### config.mk
export PLATFORM = sky130hd
export DESIGN_NAME = fifo_instruction
export DESIGN_NICKNAME = d
export VERILOG_FILES = /design/src/rtl/fifo_instruction.sv
export SDC_FILE = /design/constraint.sdc
export NUM_CORES = 1
export LEC_CHECK = 0
export ABC_CLOCK_PERIOD_IN_PS = 2050
export BUFFER_PORTS_ARGS = -buffer_cell sky130_fd_sc_hd__buf_2
export CAP_MARGIN = 30
export CORE_MARGIN = 2
export CORE_UTILIZATION = 53
export DETAILED_ROUTE_END_ITERATION = 10
export PLACE_DENSITY = 0.76
export SLEW_MARGIN = 10
export SYNTH_ARGS = -nofsm -noshare
export SYNTH_HDL_FRONTEND = slang
export SYNTH_SLANG_ARGS = --single-unit
### constraint.sdc
create_clock -name clk -period 2.05 [get_ports clk]
set_input_delay 0.205 -clock clk [delete_from_list [all_inputs] [get_ports clk]]
set_output_delay 0.205 -clock clk [all_outputs]
set_load 0.03 [all_outputs]
### src/rtl/fifo_instruction.sv
// fifo_instruction: fetch-to-decode instruction queue of {pc, inst} pairs with flush on redirect.
// Ports: clk, reset (async, active-low); upstream v_i/pc_i/inst_i with stall_o back-pressure;
// downstream v_o/pc_o/inst_o with stall_i; branch_i flushes; count_o occupancy; almost_full_o at >= AFULL.
// Optional FIFO_INSTRUCTION_BYPASS_EN: an empty queue passes the input word straight to the outputs.
module fifo_instruction #(
  parameter int WORD  = 32,
  parameter int ADDR  = 32,
  parameter int DEPTH = 4,
  parameter int AFULL = DEPTH - 1,
  parameter int CW    = $clog2(DEPTH + 1)
) (
  input  logic            clk,
  input  logic            reset,
  input  logic            v_i,
  output logic            stall_o,
  input  logic [WORD-1:0] inst_i,
  input  logic [ADDR-1:0] pc_i,
  output logic            v_o,
  input  logic            stall_i,
  output logic [WORD-1:0] inst_o,
  output logic [ADDR-1:0] pc_o,
  input  logic            branch_i,
  output logic [CW-1:0]   count_o,
  output logic            almost_full_o
);
  localparam int PW = $clog2(DEPTH);
  logic [WORD-1:0] insts [DEPTH];
  logic [ADDR-1:0] pcs [DEPTH];
  logic [PW-1:0] rd, wr;
  logic [CW-1:0] count;
  logic has, enq, deq;
  assign has = count != '0;
  assign stall_o = count == CW'(DEPTH);
  assign count_o = count;
  assign almost_full_o = count >= CW'(AFULL);
  // Dequeue only ever pops a stored word; a bypassed word never touches the array.
  assign deq = has & ~stall_i & ~branch_i;
`ifdef FIFO_INSTRUCTION_BYPASS_EN
  logic byp;
  assign byp = ~has & ~branch_i;
  assign v_o = byp ? v_i : has;
  assign inst_o = byp ? inst_i : insts[rd];
  assign pc_o = byp ? pc_i : pcs[rd];
  // A bypassed word that decode takes this cycle is not written.
  assign enq = v_i & ~stall_o & ~branch_i & ~(byp & ~stall_i);
`else
  assign v_o = has;
  assign inst_o = insts[rd];
  assign pc_o = pcs[rd];
  assign enq = v_i & ~stall_o & ~branch_i;
`endif
  always_ff @(posedge clk or negedge reset)
    if (!reset) begin
      rd <= '0;
      wr <= '0;
      count <= '0;
      for (int i = 0; i < DEPTH; i++) begin
        insts[i] <= '0;
        pcs[i] <= '0;
      end
    end else if (branch_i) begin
      rd <= '0;
      wr <= '0;
      count <= '0;
    end else begin
      if (enq) begin
        insts[wr] <= inst_i;
        pcs[wr] <= pc_i;
        wr <= wr + 1'b1;
      end
      if (deq) rd <= rd + 1'b1;
      count <= count + CW'(enq) - CW'(deq);
    end
endmodule

==> impl_metrics.json <==
{
  "max_cap_violations": 0,
  "end_kind": "primary output",
  "finalCriticalPeriod_ns": 2.21,
  "hold_class": "input pin to asynchronous set/reset pin",
  "finalCritPeriodShare_pct": 108,
  "power.total_w": 0.0251,
  "worst_pin_slew_ns": 0.640,
  "synthArstFlopShare_pct": 100,
  "synth.distinct_cells": 27,
  "synthAdderAreaFrac_pct": 0.843,
  "max-slew-margin-rel_pct": 57.3,
  "syn_inst": 670,
  "via_count": 6776,
  "area_delta_synth_final_pct": 24.6,
  "diodes": 0,
  "worstSetupStartpointType": "flip-flop",
  "critPathRequiredTime_ns": 1.85,
  "seq_power_share_pct": 35.6,
  "place_hpwl_um": 16000,
  "switching_share_pct": 32.1,
  "hold_viol": 0,
  "io_pins": 139,
  "h-tree-depth": 1,
  "die_height_um": 159,
  "leakage_nw": 7.20,
  "max-vdd-ir-drop_mv": 1.09,
  "clk_path_buf_depth": 3,
  "postSynthRegisterBits": 263,
  "fmax_mhz": 453,
  "dieArea_um2": 25300,
  "setup_viol": 64,
  "wl_per_cell_um": 22.7,
  "globalplace.congestion": 0.753,
  "die_x_um": 159,
  "nets": 978,
  "overflow": 0,
  "grtUsageTotal_pct": 22.1,
  "synth_compound_area_share_pct": 0.255,
  "seq_area_frac_synth_pct": 51.6,
  "maxSlewViolCount": 0,
  "synthXorXnorAreaFrac_pct": 0.0686,
  "grt_max_degree": 73,
  "instances_no_fill": 1240,
  "avgSynthCellArea_um2": 19.1,
  "worstSetupPathType": "flip-flop to primary output",
  "power_switching_w": 0.00807,
  "postLayoutSetupSlackWorst_ns": -0.159,
  "p_per_area_nw_per_um2": 1580,
  "cts-root-buf": "clkbuf_16",
  "final_layout_size_suffix_gt1_share_pct": 61.1,
  "synth-main-ff-cell": "dfrtp_1",
  "synth_nets": 747,
  "grt_pass1_wl_um": 44800,
  "synth_enable_flop_cells": 0,
  "yosys_warnings": 0,
  "vias_per_cell": 5.46,
  "outcome": "complete, but fails checks",
  "cts_buffers": 29,
  "portBuffers": 138,
  "fillCellCount": 1527,
  "drc": 0,
  "drt_first_iter_violations": 368,
  "antenna_found_initial": 0,
  "ant_nets": 0,
  "r2r_cells": 5,
  "clock-sinks": 263,
  "drt_pass1_iterations": 4,
  "clkSlewWorstSetupHoldPaths_ns": 0.06,
  "insertion_delay_ns": 0.54,
  "routed_wl_um": 28100,
  "synth.mux.area_fraction_pct": 41.0,
  "p_clk_share_pct": 19.7,
  "fp-row-count": 56,
  "violations": "negative setup slack",
  "netlist_area_um2": 12800,
  "start_util_pct": 54.2,
  "cp.arrival_ns": 2.00,
  "rsz0062_at_grt": "true",
  "pwr-share-comb_pct": 44.7,
  "place_inst": 1111,
  "coreArea_um2": 23500,
  "cts_tree": "done",
  "synth_top_family_by_area": "multiplexers",
  "grt_pass1_vias": 7780,
  "crit_fanout": 10,
  "synth_simple_gate_area_share_pct": 1.07,
  "skew_ns": 0.0102,
  "intPower_w": 0.0170
}
cell type report:
| type | count | area [µm²] | area share (%) |
|---|---|---|---|
| Clock inverter | 8 | 42.5 | 0.268 |
| Clock buffer | 43 | 868 | 5.46 |
| Inverter | 7 | 26.3 | 0.165 |
| Multi-Input combinational cell | 356 | 5580 | 35.1 |
| Sequential cell | 263 | 6590 | 41.4 |
| Timing Repair Buffer | 244 | 2400 | 15.1 |
| Tap cell | 319 | 399 | 2.51 |
worst paths after layout:
check,to,slack [ns],from
max,inst_o[8],-0.16,rd[0]
min,pcs[42],0.26,reset
max reg2reg,insts[110],0.05,count_o[2]
min reg2reg,pcs[33],0.50,pcs[33]
max in group asynchronous,pcs[92],1.02,reset
min in group clk,pcs[42],0.48,pc_i[10]
flip-flops by register name, summed over array words and instances (netlist names):
name / cells
count_o: 3
pcs: 128
insts: 128
rd: 2
wr: 2
critical path: stages (launching register included):
cell,delay (ns)
dfrtp_4,0.44
buf_12,0.14
buf_12,0.16
mux4_2,0.56
buf_6,0.17
synth_stat cells (2+ instances only):
cell type  instances  area share, %
mux2_2            17            1.5
nand2_1            2          0.059
nor3_1             2          0.078
o21ai_0            3           0.12
clkbuf_1           7           0.21
inv_1              7           0.21
buf_1              2          0.059
and3_4             4           0.35
ha_1               7           0.69
a21oi_1            2          0.078
buf_2              6           0.24
dfrtp_1          263             52
nor2_1             4           0.12
or3_1              2          0.098
mux4_2            64             11
buf_12            28            4.4
mux2_4           240             28
routing by layer:
layer / wire, µm / vias to the layer above / GRT usage (%)
li1: - / 2942 / -
met1: 12500 / 3629 / 31.1
met2: 14000 / 161 / 37.0
met3: 974 / 44 / 2.87
met4: 589 / 0 / 5.33
met5: 0 / - / 0
cells by family (layout without fill, tap and decap cells):
group           count (synthesis)  after routing
buf+inv                        51            302
mux                           321            321
compound gates                  6              6
xor+xnor                        1              1
flops                         263            263
simple gates                   20             20
fa+ha+maj                       8              8
cells in the final DEF (no fill, tap or decap), drive strengths merged:
master,count
nor2b,1
mux4,64
dfrtp,263
nand2b,1
clkinvlp,1
nor2,4
dlygate4sd3,68
and2,1
or3b,1
fa,1
o31ai,1
a21oi,2
ha,7
nand4b,1
buf,172
or3,2
and3,4
and2b,1
clkinv,7
mux2,257
clkbuf,47
xor2,1
inv,7
nand2,2
nor3,2
o21ai,3
what timing repair did:
action | CTS | global route
endpoints found under the hold margin | 325 | 0
cloned | 1 | 4
buffers inserted | 4 | 2
resized for setup | 125 | 15
hold buffers | 68 | 0
setup endpoints to repair | 64 | 67
through the flow:
stage / util [%] / cell area, µm² / setup WS [ns] / setup TNS, ns / hold WS, ns
2_1_floorplan: - / 12800 / -0.0782 / -0.113 / -0.0906
3_3_place_gp: 58.1 / 13700 / 0.106 / 0 / 0.229
3_5_place_dp: 58.1 / 13700 / 0.0688 / 0 / 0.241
4_1_cts: 66.8 / 15700 / -0.229 / -11.18 / 0.273
5_1_grt: 67.5 / 15900 / -0.219 / -11.52 / 0.302
6_report: 67.5 / 15900 / -0.159 / -7.71 / 0.264
power groups by stage:
stage                     Sequential [W]  Combinational [W]  Clock, W
after floorplan                  0.00845            0.00766         0
after global placement           0.00870            0.00927         0
after detailed placement         0.00894            0.00949         0
after CTS                        0.00891             0.0110   0.00506
after global routing             0.00918             0.0117   0.00530
final                            0.00894             0.0112   0.00496
Power figures use the tool's default switching activity.
